**config.mk**
```make
export PLATFORM = sky130hd
export DESIGN_NAME = xfer_ctl
export DESIGN_NICKNAME = d
export VERILOG_FILES = /design/src/rtl/xfer_ctl.sv
export SDC_FILE = /design/constraint.sdc
export NUM_CORES = 1
export LEC_CHECK = 0
export BUFFER_PORTS_ARGS = -buffer_cell sky130_fd_sc_hd__buf_4
export CAP_MARGIN = 40
export CORE_MARGIN = 5
export CORE_UTILIZATION = 25
export CTS_BUF_LIST = sky130_fd_sc_hd__clkbuf_8
export DETAILED_ROUTE_END_ITERATION = 8
export SYNTH_ARGS = -nofsm -noshare
export SYNTH_HDL_FRONTEND = slang
export SYNTH_SLANG_ARGS = --single-unit
```
**constraint.sdc**
```tcl
create_clock -name PHI2 -period 2.8 [get_ports PHI2]
set_clock_uncertainty 0.05 [all_clocks]
set_input_delay 0.14 -clock PHI2 [delete_from_list [all_inputs] [get_ports PHI2]]
set_output_delay 0.14 -clock PHI2 [all_outputs]
set_load 0.05 [all_outputs]
```
**src/rtl/xfer_ctl.sv**
```systemverilog
// xfer_ctl: transfer command/length controller feeding a DMA sequencer.
// Ports: PHI2/nRESET clock+reset; CmdWE/CmdD command reg; FF00WE trigger;
//   LenWE/LenD length bytes; StatRE flag clear; DMA/Step/VerifyErr from
//   sequencer; Execute/XferType/Length/Length1/Armed/Busy/EndOfBlock/
//   Fault/Reload status and control outputs.
module xfer_ctl (
    input  logic        PHI2,
    input  logic        nRESET,
    input  logic        CmdWE,
    input  logic [7:0]  CmdD,
    input  logic        FF00WE,
    input  logic [1:0]  LenWE,
    input  logic [7:0]  LenD,
    input  logic        StatRE,
    input  logic        DMA,
    input  logic        Step,
    input  logic        VerifyErr,
    output logic        Execute,
    output logic [1:0]  XferType,
    output logic [15:0] Length,
    output logic        Length1,
    output logic        Armed,
    output logic        Busy,
    output logic        EndOfBlock,
    output logic        Fault,
    output logic        Reload
);

    typedef enum logic [2:0] {
        IDLE, ARMED, START, RUN, FINISH
    } xferState_e;

    xferState_e state;
    xferState_e nxt;
    logic       latchCmd;
    logic       autoLoad;
    logic       ff00Dis;
    logic [15:0] shadow;
    logic       runEnd;
    logic       runErr;
    logic       lenOpen;
    logic       unusedCmd;

    assign unusedCmd = ^{CmdD[6], CmdD[3:2]};
    assign Length1 = (Length == 16'h0001);
    assign runEnd  = (state == RUN) && Step && Length1;
    assign runErr  = (state == RUN) && VerifyErr;
    assign lenOpen = (state == IDLE) || (state == ARMED);

    always_comb begin
        nxt      = state;
        latchCmd = 1'b0;
        unique case (state)
            IDLE, ARMED: begin
                if (CmdWE) begin
                    latchCmd = 1'b1;
                    if (CmdD[7])
                        nxt = CmdD[4] ? START : ARMED;
                    else
                        nxt = IDLE;
                end else if (state == ARMED && FF00WE && !ff00Dis) begin
                    nxt = START;
                end
            end
            START:  if (DMA) nxt = RUN;
            RUN:    if (runEnd || runErr) nxt = FINISH;
            FINISH: nxt = IDLE;
            default: nxt = IDLE;
        endcase
    end

    always_ff @(negedge PHI2 or negedge nRESET) begin
        if (!nRESET) begin
            state      <= IDLE;
            Execute    <= 1'b0;
            Reload     <= 1'b0;
            Armed      <= 1'b0;
            Busy       <= 1'b0;
            EndOfBlock <= 1'b0;
            Fault      <= 1'b0;
            XferType   <= 2'b00;
            autoLoad   <= 1'b0;
            ff00Dis    <= 1'b0;
            Length     <= 16'hFFFF;
            shadow     <= 16'hFFFF;
        end else begin
            state   <= nxt;
            Armed   <= (nxt == ARMED);
            Busy    <= (nxt == START) || (nxt == RUN) || (nxt == FINISH);
            Execute <= (nxt == START);
            // autoLoad cannot change while busy, so current value is valid
            Reload  <= (nxt == FINISH) && autoLoad;

            if (latchCmd) begin
                XferType <= CmdD[1:0];
                autoLoad <= CmdD[5];
                ff00Dis  <= CmdD[4];
            end

            if (lenOpen) begin
                if (LenWE[0]) begin
                    Length[7:0] <= LenD;
                    shadow[7:0] <= LenD;
                end
                if (LenWE[1]) begin
                    Length[15:8] <= LenD;
                    shadow[15:8] <= LenD;
                end
            end else if ((runEnd || runErr) && autoLoad) begin
                Length <= shadow;
            end else if ((state == RUN) && Step && !Length1) begin
                Length <= Length - 16'd1;
            end

            // a new set on the same edge as a status read wins
            EndOfBlock <= runEnd || (EndOfBlock && !StatRE);
            Fault      <= runErr || (Fault && !StatRE);
        end
    end

endmodule

```
== Word-level counts from Yosys, hierarchy flattened ==
Index checks and enable logic that the tools add are counted.

* Add/sub/neg operators: 1
* $mul: 0
* Divide/modulo/power cells: 0
* Magnitude comparators: 0
* Eq/ne operators: 10
* Shift operators: 0
* Multiplexer cells: 14
* Bitwise logic cells: 0
* Reduce and logical (&&, ||, !) cells: 26

{| class="wikitable"
|+ Operator list
! operator !! count
|-
| $mux W16 || 3
|-
| $eq A16 B1 Y1 const B || 1
|-
| $mux W8 || 2
|-
| $sub A16 B1 Y16 const B || 1
|-
| $eq A3 B2 Y1 const B || 4
|-
| $mux W3 || 4
|-
| $logic_and A1 B1 Y1 || 10
|-
| $pmux W3 S3 || 1
|-
| $reduce_and A2 Y1 || 4
|-
| $eq A3 B1 Y1 const B || 2
|-
| $logic_or A1 B1 Y1 || 6
|-
| $mux W2 || 2
|-
| $ne A2 B2 Y1 const B || 2
|-
| $eq A3 B3 Y1 const B || 1
|-
| $logic_not A1 Y1 || 3
|-
| $logic_not A3 Y1 || 1
|-
| $reduce_bool A3 Y1 || 1
|-
| $mux W1 || 2
|-
| $reduce_or A2 Y1 || 1
|}

* Register bits after elaboration: 45
* Latch bits: 0
* Bits in writable memories: 0
* Memory bits (read-only): 0
* Input bits: 26
* Output and inout bits: 25
* Word-level logic and storage cells: 65
* Memories kept: 0

== Logic depth before layout (Yosys ltp) ==
* Depth in word-level cells: 9
* Mapped depth: 10

==> impl_metrics.yaml <==
die:
  coreArea_sq_mm: 0.00924
  io_pins: 51
  initial_core_util_pct: 25.8
  design.die.area_sq_mm: 0.0116
  die_h_um: 108
  rows: 35
  die_w_um: 108
clocking:
  cts_buffer_depth: 2
  clkTransAtPathRegs_ns: 0.06
  cts_tree: "yes"
  clkLatencyLatePin_ns: 0.36
  numCtsBuffers: 5
  cts_sinks: 45
  cts_hold_buffers: 0
  root_buffer: "clkbuf_8"
  htreeDepth: 2
timing:
  maxSlewViolCount: 0
  setup_violations: 2
  finalSetupTns_ns: -0.904
  tightest_slew_ns: 0.570
  rsz0062_at_grt: "yes"
  postLayoutSetupSlackWorst_ns: -0.811
  slew_headroom_pct: 62.0
  hold_violations: 0
grt:
  grt_max_degree: 46
  overflow: 0
  grt_use_total_pct: 12.5
  grt_pass1_wl_um: 11500
  grt_pass1_vias: 2372
  antenna_found_initial: 0
outcome:
  outcome: "finished with violations"
  violations: "setup timing"
synth:
  syn_nets: 271
  yosys_warnings: 0
  seq_area_frac_synth_pct: 49.0
  ys.flop_type: "dfstp_2"
  avgSynthCellArea_sq_um: 9.79
  synth_seq_cells: 45
  synth_area_sq_mm: 0.00238
  yosysUniqueCellTypes: 47
  async_flop_share_pct: 100
  synthCells: 243
  synth-edff-count: 0
setup_path:
  path_depth: 4
  ff2ff_setup_slack_ns: 0.10
  cp-end-kind: "primary output"
  worst-path-buf-inv: 1
  startpoint_type: "register"
  crit_family: "simple AND/OR/NAND/NOR gates"
  worstReg2RegStart: "Length[0]"
  ff2ff_path_depth: 9
  slowest_delay_ns: 0.61
  slowest_stage: "dfstp_4"
  cp_data_arrival_time_ns: 3.42
  critPathKind: "reg2out"
  cp.required_ns: 2.61
  cp-startpoint: "Length[0]"
  cp_max_fo: 2
  crit_chain: "ha_4 > or4b_4 > nor4_4 > buf_6"
  timing.rr.end: "Length[10]"
  worstSetupEndpoint: "Length1"
placement:
  io_buffers: 47
  gp_congestion: 0.837
  place_area_sq_mm: 0.00313
  hpwl_um: 5200
cells_and_area:
  drive_gt1_share_pct: 41.6
  stdcell_area_sq_mm: 0.00353
  area_growth_syn_to_layout_pct: 48.2
  nFillCells: 929
  final_util_pct: 38.2
  diodes: 0
  final_common_cell: "buf_4"
  nNetsFinal: 383
  layout_common_cells: "62 x buf_4, 41 x inv_1, 38 x nand2_1"
drt:
  ant_nets: 0
  vias: 2263
  drt_pass1_iterations: 4
  drt_iter0_drc: 138
  wl_per_cell_um: 14.4
  drt-total-wl_um: 7010
  vias_per_cell: 4.67
  drc: 0
power_and_ir_drop:
  pwr_density_cell_mw_per_mm2: 1330
  peakVddDrop_mv: 0.473
  leakagePower_nw: 1.64
worst_hold_path:
  hold_class: "reg2reg"
  holdPathStages: 1
  hp-start: "state[2]"
flow_run:
  maxCapViolations: 0
==> worst min-delay path by stage <==
stage          endpoint  slack, ns
3_5_place_dp   state[0]       0.37
2_1_floorplan  state[0]       0.33
4_1_cts        state[0]       0.36
5_1_grt        state[0]       0.40
6_report       state[0]       0.36
3_3_place_gp   state[0]       0.37
==> logic make-up (layout without fill, tap and decap cells) <==
| family | Yosys count | count (layout) | share of synthesized area (%) |
|---|---|---|---|
| fa+ha+maj | 2 | 2 | 1.05 |
| buf+inv | 22 | 135 | 4.42 |
| simple gates | 93 | 93 | 19.8 |
| compound gates | 56 | 56 | 15.5 |
| mux | 12 | 12 | 5.52 |
| flops | 45 | 45 | 49.0 |
| xor+xnor | 13 | 13 | 4.78 |
==> synth_stat cells, types with 4 or more instances <==
| master | instances | area share [%] |
|---|---|---|
| dfstp_2 | 32 | 35 |
| dfrtn_1 | 13 | 14 |
| o22ai_1 | 5 | 1.3 |
| nor2_1 | 13 | 2.1 |
| mux2_2 | 9 | 4.3 |
| nor3_1 | 9 | 1.9 |
| o21ai_0 | 6 | 1.3 |
| inv_1 | 9 | 1.4 |
| xnor2_1 | 7 | 2.6 |
| clkbuf_1 | 8 | 1.3 |
| o21ai_1 | 15 | 3.2 |
| a21oi_1 | 6 | 1.3 |
| xor2_1 | 6 | 2.2 |
| nand3_1 | 5 | 1.1 |
| nor2b_1 | 4 | 1.1 |
| a22oi_1 | 8 | 2.5 |
| nand2_1 | 38 | 6.0 |
| nor4_1 | 5 | 1.3 |
==> state kept, by name, summed over array words and instances (netlist names) <==
register,flops
Length,16
shadow,16
state,3
XferType,2
Armed,1
Busy,1
EndOfBlock,1
Execute,1
Fault,1
Reload,1
autoLoad,1
ff00Dis,1
==> repair_timing <==
action / CTS / global route
setup endpoints to repair: 13 / 16
resized for setup: 13 / 23
pin swaps: 1 / 0
setup buffers: 2 / 3
==> stage by stage <==
step           worst slack (ns)  hold WS [ns]  std cells  power [mW]
2_1_floorplan            -0.868         0.330        243        3.01
3_3_place_gp             -0.600         0.367        441        3.84
3_5_place_dp             -0.611         0.373        441        3.87
4_1_cts                  -0.830         0.364        482        4.58
5_1_grt                  -0.870         0.395        485        5.04
6_report                 -0.811         0.364        485        4.70
==> report_power, final <==
part / leakage, nW / total [mW] / switching, mW / internal [mW]
registers: 0.499 / 1.28 / 0.159 / 1.13
clock network: 0.227 / 0.651 / 0.331 / 0.320
logic: 0.913 / 2.77 / 1.57 / 1.20
total: 1.64 / 4.70 / 2.06 / 2.64
==> routing by layer <==
| metal | track usage [%] | part of all wire, % |
|---|---|---|
| met2 | 22.1 | 52 |
| met4 | 4.33 | 0.86 |
| met1 | 14.6 | 42 |
| met3 | 3.12 | 4.4 |
| met5 | 0 | 0 |
==> cell type report <==
cell class	instances	area, sq um	area share, %
Sequential cell	45	1170	33.2
Clock buffer	5	68.8	1.95
Multi-Input combinational cell	176	1150	32.6
Inverter	9	38.8	1.10
Timing Repair Buffer	86	781	22.1
Tap cell	129	161	4.58
Clock inverter	35	158	4.47
(Power assumes the default switching activity.)
